--- config.mk ---
export PLATFORM = sky130hd
export DESIGN_NAME = fetch_queue_unit
export DESIGN_NICKNAME = d
export VERILOG_FILES = /design/src/rtl/fetch_queue_unit.sv
export SDC_FILE = /design/constraint.sdc
export NUM_CORES = 2
export LEC_CHECK = 0
export BUFFER_PORTS_ARGS = -buffer_cell sky130_fd_sc_hd__buf_2
export CORE_MARGIN = 5
export CORE_UTILIZATION = 40
export CTS_CLUSTER_SIZE = 14
export DETAILED_ROUTE_END_ITERATION = 12
export GPL_ROUTABILITY_DRIVEN = 0
export SLEW_MARGIN = 40
export SYNTH_ARGS = -nofsm -noshare
export SYNTH_HDL_FRONTEND = slang
export SYNTH_SLANG_ARGS = --single-unit
--- constraint.sdc ---
create_clock -name CLK -period 9.7 [get_ports CLK]
set_clock_uncertainty 0.1 [all_clocks]
set_input_delay 2.425 -clock CLK [delete_from_list [all_inputs] [get_ports CLK]]
set_output_delay 2.425 -clock CLK [all_outputs]
set_load 0.01 [all_outputs]
--- src/rtl/fetch_queue_unit.sv ---
// N-wide instruction fetch stage feeding a circular fetch queue.
// Optional perf counters enabled with `define FQ_PERF_CNT_EN.
//
// Ports:
//   CLK, reset        : clock (rising edge), synchronous active-high reset
//   redirect          : taken branch/jump; flush the queue, restart fetch
//   redirect_pc       : word-aligned restart target
//   stall             : decode stall, nothing dequeued this cycle
//   issue_cnt         : instructions decode consumed this cycle
//   imem_addr         : address of the first word of the fetch group
//   imem_rdata        : WIDTH words from imem_addr, same-cycle read
//   out_valid         : bit i set when entry head+i holds an instruction
//   out_instr         : instruction at head+i, 32 bits per slot
//   out_pc_plus4      : PC+4 of the instruction at head+i
//   fq_count          : current queue occupancy
//   perf_full_cycles  : (FQ_PERF_CNT_EN) cycles fetch was blocked by a full queue
//   perf_flushes      : (FQ_PERF_CNT_EN) cycles with redirect asserted
module fetch_queue_unit #(
    parameter int          WIDTH    = 4,
    parameter int          DEPTH    = 16,
    parameter logic [31:0] RESET_PC = 32'h0000_0000
) (
    input  logic                         CLK,
    input  logic                         reset,
    input  logic                         redirect,
    input  logic [31:0]                  redirect_pc,
    input  logic                         stall,
    input  logic [$clog2(WIDTH+1)-1:0]   issue_cnt,
    output logic [31:0]                  imem_addr,
    input  logic [32*WIDTH-1:0]          imem_rdata,
    output logic [WIDTH-1:0]             out_valid,
    output logic [32*WIDTH-1:0]          out_instr,
    output logic [32*WIDTH-1:0]          out_pc_plus4,
    output logic [$clog2(DEPTH+1)-1:0]   fq_count
`ifdef FQ_PERF_CNT_EN
    ,
    output logic [31:0]                  perf_full_cycles,
    output logic [31:0]                  perf_flushes
`endif
);

    localparam int AW = (DEPTH > 1) ? $clog2(DEPTH) : 1;
    localparam int CW = $clog2(DEPTH+1);

    logic [31:0]   q_instr [DEPTH];
    logic [31:0]   q_pc4   [DEPTH];

    logic [AW-1:0] head;
    logic [AW-1:0] tail;
    logic [CW-1:0] count;
    logic [31:0]   fetch_pc;

    logic [CW:0]   free_slots;
    logic          has_space;
    logic          enq;
    logic [CW-1:0] deq;

    // Space check uses the pre-dequeue count, so a group is only
    // accepted when it fits even if decode consumes nothing.
    assign free_slots = (CW+1)'(DEPTH) - {1'b0, count};
    assign has_space  = free_slots >= (CW+1)'(WIDTH);
    assign enq        = !redirect && has_space;

    // Dequeue is clamped to both the presented width and the
    // number of valid entries, so over-reporting never underflows.
    always_comb begin
        deq = '0;
        if (!stall && !redirect) begin
            deq = CW'(issue_cnt);
            if (deq > CW'(WIDTH)) deq = CW'(WIDTH);
            if (deq > count)      deq = count;
        end
    end

    always_ff @(posedge CLK) begin
        if (reset) begin
            fetch_pc <= RESET_PC;
            head     <= '0;
            tail     <= '0;
            count    <= '0;
        end else if (redirect) begin
            fetch_pc <= redirect_pc;
            head     <= '0;
            tail     <= '0;
            count    <= '0;
        end else begin
            if (enq) begin
                tail     <= tail + AW'(WIDTH);
                fetch_pc <= fetch_pc + 32'(4*WIDTH);
            end
            head  <= head + AW'(deq);
            count <= count + (enq ? CW'(WIDTH) : '0) - deq;
        end
    end

    // Queue storage needs no reset: validity is tracked by count.
    always_ff @(posedge CLK) begin
        if (!reset && enq) begin
            for (int i = 0; i < WIDTH; i++) begin
                q_instr[tail + AW'(i)] <= imem_rdata[32*i +: 32];
                q_pc4[tail + AW'(i)]   <= fetch_pc + 32'(4*(i+1));
            end
        end
    end

    for (genvar g = 0; g < WIDTH; g++) begin : g_out
        logic [AW-1:0] idx;
        assign idx                      = head + AW'(g);
        assign out_valid[g]             = CW'(g) < count;
        assign out_instr[32*g +: 32]    = q_instr[idx];
        assign out_pc_plus4[32*g +: 32] = q_pc4[idx];
    end

    assign imem_addr = fetch_pc;
    assign fq_count  = count;

`ifdef FQ_PERF_CNT_EN
    always_ff @(posedge CLK) begin
        if (reset) begin
            perf_full_cycles <= '0;
            perf_flushes     <= '0;
        end else begin
            if (!redirect && !has_space && perf_full_cycles != 32'hFFFF_FFFF)
                perf_full_cycles <= perf_full_cycles + 32'd1;
            if (redirect && perf_flushes != 32'hFFFF_FFFF)
                perf_flushes <= perf_flushes + 32'd1;
        end
    end
`endif

endmodule
== After elaboration in Yosys (flattened, before gate mapping) ==
Memory sizes are Yosys's and may differ from the RTL's. A register that Yosys moved wholly into a read port is not among the register bits.
Cells that the tools add are included.

* Flip-flop bits (word level): 45
* Latch bits: 0
* RAM bits: 1024
* Memory bits (read-only): 0
* Output and inout port bits: 297
* Memories kept: 2

{| class="wikitable"
|+ Memory list
! memory !! words !! width !! read ports !! clocked after memory_dff !! wr ports !! RTL line !! RTL
|-
| q_instr || 16 || 32 || 4 || 1 || 4 || 45 || <nowiki>logic [31:0] q_instr [DEPTH];</nowiki>
|-
| q_pc4 || 16 || 32 || 4 || 1 || 4 || 46 || <nowiki>logic [31:0] q_pc4 [DEPTH];</nowiki>
|}

* Add/sub/neg operators: 15
* Multipliers: 0
* Div/mod/pow operators: 0
* Order comparisons: 7
* Equality and inequality tests: 0
* Shifts and indexed selects: 0
* Muxes and demuxes: 11
* Bitwise operators: 0
* Reductions and logical operators: 8

{| class="wikitable"
|+ Operators by type and width
! kind !! count
|-
| 32-bit by 4-bit adder with 32-bit output (second input constant) || 2
|-
| 32-bit two-way mux || 2
|-
| 32-bit by 3-bit adder with 32-bit output (second input constant) || 1
|-
| 32-bit by 5-bit adder with 32-bit output (second input constant) || 1
|-
| 4-bit by 2-bit adder with 4-bit output (second input constant) || 4
|-
| 5-bit two-way mux || 3
|-
| 1-bit by 5-bit less-than comparator with 1-bit output (first input constant) || 2
|-
| 2-bit by 5-bit less-than comparator with 1-bit output (first input constant) || 2
|-
| 4-bit by 1-bit adder with 4-bit output (second input constant) || 2
|-
| 4-bit two-way mux || 2
|-
| 6-bit by 3-bit greater-or-equal comparator with 1-bit output (second input constant) || 1
|-
| 3-bit two-way mux || 2
|-
| 5-bit by 5-bit subtractor with 6-bit output (first input constant) || 1
|-
| 5-bit by 3-bit adder with 5-bit output || 1
|-
| 5-bit > comparator || 1
|-
| 5-bit subtractor || 1
|-
| 4-bit by 3-bit adder with 4-bit output (second input constant) || 1
|-
| 4-bit adder || 1
|-
| 3-bit > comparator (second input constant) || 1
|-
| 1-bit logical AND || 3
|-
| 1-bit zero test || 3
|-
| 1-bit two-way mux || 2
|-
| 2-bit nonzero test || 1
|-
| 2-bit OR reduction || 1
|}

== Depth between registers and ports, before layout ==
* Depth after elaboration: 8
* Depth in mapped cells: 14

== Least setup slack after synthesis ==
No wires, ideal clock.

* Path type: input-to-reg
* Start point: input port redirect
* End point: memory q_instr[0][0] (enable)
* Setup time: 0.642 ns
* Data arrival time: 8.521 ns
* Path slack: 0.437 ns
* Stages: 3
* Cells stage by stage: buf_6 nor2_1 and3_1

{| class="wikitable"
|+ RTL lines
! element !! RTL line !! RTL
|-
| start, declared || 25 || <nowiki>input logic redirect,</nowiki>
|-
| end, declared || 45 ||
|}

== Worst setup path in the final report ==
* Start point: register head[0]
* End point: output port out_pc_plus4[44]

* Word-level cells in the longest chain between the ends: 2

{| class="wikitable"
|+ RTL lines
! element !! RTL line !! RTL
|-
| start, declared || 48 || <nowiki>logic [AW-1:0] head;</nowiki>
|-
| start signal, assigned || 91 || <nowiki>head <= head + AW'(deq);</nowiki>
|-
| 4-bit by 1-bit adder with 4-bit output || 108 || <nowiki>assign idx = head + AW'(g);</nowiki>
|-
| memory 16 x 32 bit || - ||
|-
| end, declared || 33 || <nowiki>output logic [32*WIDTH-1:0] out_pc_plus4,</nowiki>
|}

Every way passes these cells.

==> load_flow_metrics.sql <==
INSERT INTO impl_metrics (metric_group, metric, value, unit) VALUES
('timing', 'number_of_pins_with_negative_max_slew_slack_in_the_final_report', '0', ''),
('final_layout', 'fill_cells', '13900', ''),
('global_routing', 'grt_antenna_before_repair', '28', ''),
('placed_design', 'place_hpwl', '124.5', 'mm'),
('timing', 'final_cycle_utilization_of_the_critical_path', '0.7819', ''),
('timing', 'min_period', '7.584', 'ns'),
('clock_network', 'post_cts_buffers', '0', ''),
('timing', 'relSlewSlack', '0.4026', ''),
('power', 'p_leak', '22.88', 'nW'),
('clock_network', 'root_buffer', 'clkbuf_16', ''),
('floorplan', 'rows', '147', ''),
('hold_path', 'hp-class', 'reg2reg', ''),
('global_routing', 'grt_first_pass_wirelength', '282.0', 'mm'),
('power', 'ir_drop', '139.6', 'uV'),
('global_routing', 'grt_util_all_layers', '0.2244', ''),
('clock_network', 'clock-sinks', '1035', ''),
('placed_design', 'postPlaceCellArea', '0.06842', 'mm2'),
('setup_path', 'endpoint_kind', 'primary output', ''),
('routing', 'drt-initial-drc-count', '4181', ''),
('clock_network', 'cts_tree', 'built', ''),
('placed_design', 'placement.io_buffers', '463', ''),
('clock_network', 'cts_repair_resize_count', '0', ''),
('floorplan', 'die_x', '410.4', 'um'),
('logic_synthesis', 'synthFlopType', 'edfxtp_1', ''),
('setup_path', 'cp_data_required_time', '7.18', 'ns'),
('final_layout', 'final_core_utilization', '0.4537', ''),
('timing', 'finish_stage_setup_viols', '0', ''),
('logic_synthesis', 'proportion_of_netlist_area_held_by_the_largest_area_contributor', '0.4644', ''),
('routing', 'route.detailed.drc', '0', ''),
('global_routing', 'gr-total-overflow', '0', ''),
('power', 'power_density', '160.0', 'mW/mm2'),
('logic_synthesis', 'synthMostInstantiatedCell', 'edfxtp_1', ''),
('routing', 'route.final.wire_length', '192.7', 'mm'),
('timing', 'rsz0062_at_grt', 'false', ''),
('routing', 'post_drt_wl_per_cell', '30.06', 'um'),
('logic_synthesis', 'synth.cells.most_frequent', '992 x edfxtp_1, 886 x mux4_2, 352 x mux2i_1', ''),
('global_routing', 'number_of_global_route_vias_before_repair', '41500', ''),
('logic_synthesis', 'post-synth-top-area-cell', 'edfxtp_1', ''),
('timing', 'finalHoldViolCount', '0', ''),
('logic_synthesis', 'gate_count_after_technology_mapping', '3938', ''),
('logic_synthesis', 'synthTopCellsByArea', 'edfxtp_1 46%, mux4_2 31%, mux2i_1 5.5%', ''),
('logic_synthesis', 'ys.warnings.count', '0', ''),
('setup_path', 'arrival', '5.06', 'ns'),
('logic_synthesis', 'netlist_area', '0.06414', 'mm2'),
('setup_path', 'worst-path-max-fanout', '47', ''),
('final_layout', 'post_route_cells_drive_above_1_share', '0.3918', ''),
('logic_synthesis', 'synth_async_sr_flop_share', '0', ''),
('power', 'power', '11.62', 'mW'),
('floorplan', 'die_area', '0.1685', 'mm2'),
('routing', 'route.detailed.vias_per_inst', '6.465', ''),
('logic_synthesis', 'postSynthAreaPerCell', '16.29', 'um2'),
('logic_synthesis', 'ys_seq_area_frac', '0.4778', ''),
('timing', 'timing.setup.tns', '0', 'ns'),
('floorplan', 'start_util', '0.4008', ''),
('floorplan', 'design.core.area', '0.1600', 'mm2'),
('final_layout', 'areaGrowthSynthToFinish', '13.18', '%'),
('routing', 'detailroute.via_count', '41460', ''),
('clock_network', 'cts_hold_buf', '0', ''),
('logic_synthesis', 'number_of_enable_type_register_cells_in_the_synthesized_netlist', '992', ''),
('final_layout', 'fin_nets', '4413', ''),
('timing', 'fin_worst_hold_slack', '0.3982', 'ns'),
('logic_synthesis', 'synthesis.nets', '4133', ''),
('global_routing', 'largest_net_degree_at_the_start_of_global_routing', '135', ''),
('flow_run', 'drv.max_cap_violation_count', '0', ''),
('clock_network', 'cts-htree-levels', '3', ''),
('setup_path', 'worstSetupPathType', 'reg2out', ''),
('clock_network', 'clkLatencyLatePin', '0.74', 'ns'),
('status', 'run_status', 'finished, final reports clean', ''),
('routing', 'ant_nets', '0', ''),
('routing', 'drt_first_pass_iters', '6', ''),
('floorplan', 'io_pins', '464', ''),
('setup_path', 'worstSetupStartpointType', 'flop', ''),
('clock_network', 'cts_max_path_buffers', '3', ''),
('clock_network', 'numCtsBuffers', '116', ''),
('logic_synthesis', 'postSynthRegisterBits', '1035', ''),
('clock_network', 'clk_transition_reported_paths', '0.06', 'ns'),
('floorplan', 'fp.dieH', '410.4', 'um'),
('final_layout', 'finalInstanceArea', '0.07260', 'mm2'),
('timing', 'fmaxAchievable', '131.9', 'MHz'),
('logic_synthesis', 'synth.lib_cells_used.distinct', '60', ''),
('timing', 'tightestPinTransition', '0.8897', 'ns');
## final cells by class
cell class | count | area, um2 | area share
antenna | 11 | 27.53 | 0.0003792
clock buffer | 130 | 2955 | 0.04071
clock inverter | 86 | 960.9 | 0.01324
inverter | 37 | 146.4 | 0.002016
multi-input combinational | 2475 | 31690 | 0.4365
sequential | 1035 | 30660 | 0.4224
tap | 2086 | 2610 | 0.03595
timing repair buffer | 553 | 3546 | 0.04884
## logic make-up (layout without fill, tap and decap cells)
group | count (synthesis) | after routing | synth area share
multiplexers | 1267 | 1267 | 0.3711
flip-flops | 1035 | 1035 | 0.4778
AND/OR/NAND/NOR | 521 | 521 | 0.04338
AO/OA/AOI/OAI | 514 | 514 | 0.05017
buffers and inverters | 428 | 806 | 0.03182
XOR/XNOR | 144 | 144 | 0.01978
adder cells (fa/ha/maj) | 28 | 28 | 0.005813
other | 1 | 12 | 0.00005847
## critical path, stage by stage (launching register included)
cell and delay [ns]:
dfxtp_4 0.79, inv_1 0.39, ha_4 0.90, buf_4 0.59
mux4_2 0.30, mux2_2 0.16, o22ai_1 0.10, a221oi_1 0.69
buf_2 0.27
## state kept, by name (all words and copies together) (netlist names)
register,count
imem_addr,32
q_pc4,480
q_instr,512
tail,2
fq_count,5
head,4
## stage by stage
stage | cells | setup WS, ns
after global placement | 6165 | 2.531
after detailed placement | 6176 | 2.651
after CTS | 6392 | 1.809
final | 6413 | 2.116
after floorplan | 3938 | 0.4369
after global routing | 6404 | 1.916
## power by group
part	switching [mW]	internal, mW
combinational	1.00	0.800
clock	1.86	2.65
sequential	0.172	5.14
total	3.03	8.59
## worst paths after layout
path           startpoint                to  slack (ns)  cells past startpoint
max reg2reg  imem_addr[4]     q_pc4[14][30]        5.72                      7
min reg2reg       tail[3]           tail[3]        0.40                      2
max               head[0]  out_pc_plus4[44]        2.12                      8
min               tail[3]           tail[3]        0.40                      2
## metal layers
| layer | share of wire | track usage | routed length, um |
|---|---|---|---|
| met5 | 0.00010 | 0 | 20 |
| met4 | 0.027 | 0.06579 | 5181 |
| met3 | 0.093 | 0.05330 | 17930 |
| met2 | 0.49 | 0.3686 | 93970 |
| met1 | 0.39 | 0.2991 | 75650 |
## cells in the final DEF, fill, tap and decap left out, types with 20 or more instances in the layout
| master | Yosys | final |
|---|---|---|
| mux2i_1 | 352 | 352 |
| o21ai_0 | 30 | 30 |
| a211oi_1 | 165 | 165 |
| nand3_1 | 25 | 25 |
| buf_2 | 149 | 465 |
| xnor2_1 | 90 | 85 |
| and3_1 | 51 | 47 |
| inv_1 | 37 | 36 |
| nor2b_1 | 45 | 45 |
| dfxtp_1 | 43 | 39 |
| xor2_1 | 53 | 49 |
| ha_1 | 25 | 23 |
| buf_4 | 43 | 36 |
| and2_1 | 125 | 124 |
| mux4_2 | 886 | 886 |
| buf_12 | 0 | 22 |
| a22oi_1 | 20 | 20 |
| o22ai_1 | 20 | 20 |
| nand2_1 | 158 | 157 |
| clkbuf_16 | 0 | 116 |
| mux2_2 | 29 | 29 |
| nor2_1 | 45 | 43 |
| edfxtp_1 | 992 | 992 |
| clkinv_1 | 0 | 24 |
| a21oi_1 | 231 | 231 |
Power figures use the tool's default switching activity.
